<file path="config.mk">
export PLATFORM = sky130hd
export DESIGN_NAME = i2c_reg_target
export DESIGN_NICKNAME = d
export VERILOG_FILES = /design/src/rtl/i2c_reg_target.sv
export SDC_FILE = /design/constraint.sdc
export NUM_CORES = 1
export LEC_CHECK = 0
export BUFFER_PORTS_ARGS = -buffer_cell sky130_fd_sc_hd__buf_2
export CAP_MARGIN = 10
export CORE_ASPECT_RATIO = 0.5
export CORE_MARGIN = 2
export CORE_UTILIZATION = 51
export CTS_BUF_LIST = sky130_fd_sc_hd__clkbuf_16
export DETAILED_ROUTE_END_ITERATION = 12
export PLACE_DENSITY = 0.68
export SLEW_MARGIN = 20
export SYNTH_ARGS = -nofsm -noshare
export SYNTH_HDL_FRONTEND = slang
export SYNTH_SLANG_ARGS = --single-unit
export TNS_END_PERCENT = 10
</file>
<file path="constraint.sdc">
create_clock -name clk -period 2.9 [get_ports clk]
set_input_delay 0.58 -clock clk [delete_from_list [all_inputs] [get_ports clk]]
set_output_delay 0.58 -clock clk [all_outputs]
set_load 0.005 [all_outputs]
</file>
<file path="src/rtl/i2c_reg_target.sv">
// I2C target exposing an 8-bit register bank at a fixed 7-bit address.
// Define I2C_TARGET_TIMEOUT_EN to abort a transfer when SCL is held low.
module i2c_reg_target #(
  parameter logic [6:0] ADDR           = 7'h42,
  parameter int         NUM_REGS       = 16,
  parameter int         TIMEOUT_CYCLES = 65535,
  localparam int        IW             = $clog2(NUM_REGS)
) (
  input  logic          clk,
  input  logic          nRst,
  input  logic          scl_i,
  input  logic          sda_i,
  output logic          sda_oe,
  input  logic [IW-1:0] host_addr,
  output logic [7:0]    host_data,
  output logic          wr_stb,
  output logic [IW-1:0] wr_idx,
  output logic [7:0]    wr_data,
  output logic          busy
);

  if (NUM_REGS < 2 || NUM_REGS > 256 ||
      (NUM_REGS & (NUM_REGS - 1)) != 0 ||
      TIMEOUT_CYCLES < 1) begin : g_bad_param
    $error("i2c_reg_target: bad parameter");
  end

  typedef enum logic [3:0] {
    S_IDLE, S_ADDR, S_ADDR_ACK,
    S_PTR, S_PTR_ACK,
    S_WDATA, S_WDATA_ACK,
    S_RDATA, S_RDATA_ACK
  } state_e;

  state_e        state_q, state_d;
  logic [3:0]    cnt_q, cnt_d;
  logic [7:0]    sh_q, sh_d;
  logic [IW-1:0] ptr_q, ptr_d;
  logic          oe_q, oe_d;
  logic          busy_q, busy_d;
  logic          stb_q, stb_d;
  logic [IW-1:0] idx_q, idx_d;
  logic [7:0]    wdat_q, wdat_d;
  logic          we;
  logic [7:0]    regs_q [NUM_REGS];

  // [0] first sync stage, [1] synchronised level, [2] history
  logic [2:0] scl_q, sda_q;
  logic       scl_s, scl_h, sda_s, sda_h;
  logic       rise, fall, start, stop, tmo;
  logic [7:0] rx, cur;

  assign scl_s = scl_q[1];
  assign scl_h = scl_q[2];
  assign sda_s = sda_q[1];
  assign sda_h = sda_q[2];
  assign rise  = scl_s & ~scl_h;
  assign fall  = ~scl_s & scl_h;
  assign start = scl_s & scl_h & sda_h & ~sda_s;
  assign stop  = scl_s & scl_h & ~sda_h & sda_s;
  assign rx    = {sh_q[6:0], sda_s};
  assign cur   = regs_q[ptr_q];

`ifdef I2C_TARGET_TIMEOUT_EN
  localparam int TW = $clog2(TIMEOUT_CYCLES + 1);
  logic [TW-1:0] tcnt_q;

  always_ff @(posedge clk or negedge nRst) begin
    if (!nRst) begin
      tcnt_q <= '0;
    end else if (!busy_q || scl_s) begin
      tcnt_q <= '0;
    end else if (!tmo) begin
      tcnt_q <= tcnt_q + TW'(1);
    end
  end

  assign tmo = (tcnt_q == TW'(TIMEOUT_CYCLES));
`else
  assign tmo = 1'b0;
`endif

  always_comb begin
    state_d = state_q;
    cnt_d   = cnt_q;
    sh_d    = sh_q;
    ptr_d   = ptr_q;
    oe_d    = oe_q;
    busy_d  = busy_q;
    stb_d   = 1'b0;
    idx_d   = idx_q;
    wdat_d  = wdat_q;
    we      = 1'b0;
    if (start) begin
      state_d = S_ADDR;
      cnt_d   = '0;
      oe_d    = 1'b0;
    end else if (stop || tmo) begin
      state_d = S_IDLE;
      oe_d    = 1'b0;
      busy_d  = 1'b0;
    end else begin
      unique case (state_q)
        S_IDLE: ;
        S_ADDR, S_PTR: begin
          if (rise) begin
            sh_d  = rx;
            cnt_d = cnt_q + 4'd1;
          end else if (fall && cnt_q == 4'd8) begin
            if (state_q == S_PTR) begin
              ptr_d   = sh_q[IW-1:0];
              state_d = S_PTR_ACK;
              oe_d    = 1'b1;
            end else if (sh_q[7:1] == ADDR) begin
              state_d = S_ADDR_ACK;
              oe_d    = 1'b1;
              busy_d  = 1'b1;
            end else begin
              state_d = S_IDLE;
              busy_d  = 1'b0;
            end
          end
        end
        S_ADDR_ACK: begin
          if (fall) begin
            cnt_d = '0;
            if (sh_q[0]) begin
              state_d = S_RDATA;
              sh_d    = cur;
              oe_d    = ~cur[7];
            end else begin
              state_d = S_PTR;
              oe_d    = 1'b0;
            end
          end
        end
        S_PTR_ACK, S_WDATA_ACK: begin
          if (fall) begin
            state_d = S_WDATA;
            oe_d    = 1'b0;
            cnt_d   = '0;
          end
        end
        S_WDATA: begin
          if (rise) begin
            sh_d  = rx;
            cnt_d = cnt_q + 4'd1;
            if (cnt_q == 4'd7) begin
              we     = 1'b1;
              stb_d  = 1'b1;
              idx_d  = ptr_q;
              wdat_d = rx;
              ptr_d  = ptr_q + IW'(1);
            end
          end else if (fall && cnt_q == 4'd8) begin
            state_d = S_WDATA_ACK;
            oe_d    = 1'b1;
          end
        end
        S_RDATA: begin
          if (rise) begin
            cnt_d = cnt_q + 4'd1;
          end else if (fall) begin
            if (cnt_q == 4'd8) begin
              state_d = S_RDATA_ACK;
              oe_d    = 1'b0;
            end else begin
              sh_d = {sh_q[6:0], 1'b0};
              oe_d = ~sh_q[6];
            end
          end
        end
        S_RDATA_ACK: begin
          // Entered on a fall, so the first edge seen here is the ACK rise
          if (rise) begin
            if (sda_s) begin
              state_d = S_IDLE;
              busy_d  = 1'b0;
            end else begin
              ptr_d = ptr_q + IW'(1);
            end
          end else if (fall) begin
            state_d = S_RDATA;
            sh_d    = cur;
            oe_d    = ~cur[7];
            cnt_d   = '0;
          end
        end
        default: state_d = S_IDLE;
      endcase
    end
  end

  always_ff @(posedge clk or negedge nRst) begin
    if (!nRst) begin
      scl_q   <= '1;
      sda_q   <= '1;
      state_q <= S_IDLE;
      cnt_q   <= '0;
      sh_q    <= '0;
      ptr_q   <= '0;
      oe_q    <= 1'b0;
      busy_q  <= 1'b0;
      stb_q   <= 1'b0;
      idx_q   <= '0;
      wdat_q  <= '0;
    end else begin
      scl_q   <= {scl_q[1:0], scl_i};
      sda_q   <= {sda_q[1:0], sda_i};
      state_q <= state_d;
      cnt_q   <= cnt_d;
      sh_q    <= sh_d;
      ptr_q   <= ptr_d;
      oe_q    <= oe_d;
      busy_q  <= busy_d;
      stb_q   <= stb_d;
      idx_q   <= idx_d;
      wdat_q  <= wdat_d;
    end
  end

  always_ff @(posedge clk or negedge nRst) begin
    if (!nRst) begin
      for (int i = 0; i < NUM_REGS; i++) begin
        regs_q[i] <= '0;
      end
    end else if (we) begin
      regs_q[ptr_q] <= rx;
    end
  end

  assign sda_oe    = oe_q;
  assign busy      = busy_q;
  assign wr_stb    = stb_q;
  assign wr_idx    = idx_q;
  assign wr_data   = wdat_q;
  assign host_data = regs_q[host_addr];

endmodule

</file>
==> metrics <==
Synth Area per Inst=14.3 um^2; drt via density=about 6.5; critical path type=in2out; Post-DP Area=0.00992 mm^2; H-tree depth=4; Port Buffers=30; first-pass GRT wire length=37200 um; vias in the first global route=about 6200; Core ar.=0.0177 mm^2; Inserted Clock Buffers=17; cell taking the most area after synthesis=dfrtp_1; Site Rows=34; dpl cells=903; router iterations before antenna repair=5; final net count=approximately 700; CP startpoint kind=input port; share of the synthesized area in the top cell type=0.436; n_diodes=0; final setup violating endpoints=0; synth top area cells=dfrtp_1 44%, mux2_2 18%, mux4_2 17%; proportion of synthesized chip area in sequential cells=0.453; postcts setup bufs=0; share of layout cells above drive strength 1=0.497; Peak Freq=366 MHz; status=finished clean; Power, Total=6.53 mW; crit end category=output port; Cell Area, Synth=between 0.009 and 0.01 mm^2; most frequent cells after synthesis=163 x dfrtp_1, 146 x mux2_2, 72 x mux4_2, 29 x clkbuf_1, 18 x buf_2; routability cong.=between 0.9 and 1; net count after synthesis=around 670; DRT iter0 DRCs=between 400 and 500; Root Buffer=clkbuf_16; LEAKAGE=4.86 nW; Clock transition at path regs=roughly 70 ps; area grow syn2layout=13.0%; Main synth FF type=dfrtp_1; Setup Skew=approximately 16 ps; max_slew headroom=0.360; # Max-Cap Violations=0; grt total ovfl=0; CTS Hold Bufs=0; count leader, synth=dfrtp_1; Layout fillers=around 1400; routed len/inst=approximately 25 um; via count=6113; DIE HEIGHT=about 100 um; fin crit share=0.943; pwr dens=about 600 mW/mm^2; die area=0.0195 mm^2; Worst Slack Setup Final=around 170 ps; dpl hpwl=~15000 um; cts repair resizes=0; Ys Warns=0; clk_lat worst skew=roughly 440 ps; DRT antenna net count=0; min Tclk post-route=roughly 2700 ps; Seq cells post-synth=169; setup total negative slack=0 ps; DR DRC count=0; share of flip-flops with an asynchronous set or reset=1.00; Cell variety after synth=67; Worst Path Arrival=2150 ps; Post-synth EDFFs=0; HP Class=in2async; TritonCTS clock tree=built; clock sink count=about 170; dpl ws=~160 ps; Initial Utilization=0.530; post-route cell area=about 0.011 mm^2; total wire length=23600 um; Hold Vio Cnt, Final=0; Gate Count Post-Synth=roughly 660; Slew @ Worst Pin=947 ps; Ports=31; RSZ-0062 raised after global routing=no; clock buffer depth=2; Max rail drop VDD=0.430 mV; max-slew violation count=0; initial antenna violation count=0; gr usage total=0.261; critical-path maximum fanout=11; Worst Path Required=between 2000 and 2500 ps; Cell Count, Final, Fillers Out=a little over 900; Die X=a little under 200 um; largest net degree at the start of global routing=83
[sequential cells by signal, summed over array words and instances (netlist names), 3 cells and up]
signal and count:
regs_q 128, cnt_q 4, sh_q 8, wr_data 8
ptr_q 4, sda_q 3, wr_idx 4, state_q 4
scl_q 3
[report_power, final]
| part | switching, mW | total, mW | internal (mW) |
|---|---|---|---|
| registers | 0.196 | 2.62 | 2.43 |
| logic | 0.807 | 1.33 | 0.526 |
| clock network | 1.02 | 2.58 | 1.55 |
[through the flow]
stage	util	hold WS, ps
finish	0.599	79.4
global route	0.599	116
CTS	0.599	96.8
detailed placement	0.562	347
global placement	0.562	346
floorplan	-	284
[cells in the final DEF (no fill, tap or decap), types with 4 or more instances in the layout]
master	Yosys	layout
buf_12	0	6
buf_4	2	33
buf_2	18	29
inv_8	0	4
inv_1	12	12
nor2b_1	8	8
o21ai_0	10	10
dfrtp_1	163	161
nand4_2	4	4
mux2_2	146	146
a22oi_1	4	4
nor3_1	8	8
mux2_1	7	7
dfstp_2	6	6
nand2b_1	5	5
o31ai_1	7	7
ha_1	9	9
nand3_4	8	8
mux2i_1	13	13
mux4_2	72	72
nand3_1	13	13
nand2_1	8	8
nor2_1	16	16
bufinv_16	0	5
clkbuf_16	0	17
a31oi_1	4	4
a32oi_1	6	6
a21oi_1	13	13
[kinds of logic after synthesis]
kind of cell / after synthesis / share of synthesized area
xor+xnor: 2 / 0.00187
mux: 238 / 0.371
compound gates: 75 / 0.0575
flops: 169 / 0.453
buf+inv: 69 / 0.0337
fa+ha+maj: 9 / 0.0120
simple gates: 94 / 0.0709
[layer usage]
layer,up-vias,wire [um],GRT usage
met4,0,405,0.0746
li1,2621,-,-
met1,3231,10600,0.369
met3,36,1770,0.0712
met5,-,0,0
met2,225,10800,0.404
[critical path, stage by stage]
cell and delay [ps]:
buf_2 130, buf_4 260, mux4_2 540, mux4_2 490, buf_2 150
[layout make-up]
| type | count | area (um^2) | share of cell area |
|---|---|---|---|
| Tap cell | 234 | 293 | 0.0277 |
| Sequential cell | 169 | 4240 | 0.401 |
| Multi-Input combinational cell | 418 | 4810 | 0.455 |
| Inverter | 13 | 48.8 | 0.00461 |
| Clock buffer | 17 | 425 | 0.0402 |
| Clock inverter | 14 | 234 | 0.0221 |
| Timing Repair Buffer | 69 | 524 | 0.0496 |
[path summary, 6_finish.rpt]
path | startpoint | end | slack [ps] | cells after the start
min | nRst | regs_q[59] | 80 | 1
min reg2reg | scl_q[0] | scl_q[1] | 360 | 0
max in group asynchronous | nRst | sda_q[0] | 1960 | 2
min in group clk | sda_i | sda_q[0] | 240 | 1
max | host_addr[0] | host_data[5] | 170 | 5
max reg2reg | scl_q[2] | cnt_q[2] | 280 | 7
No activity file was read; power rests on OpenSTA's default activity.
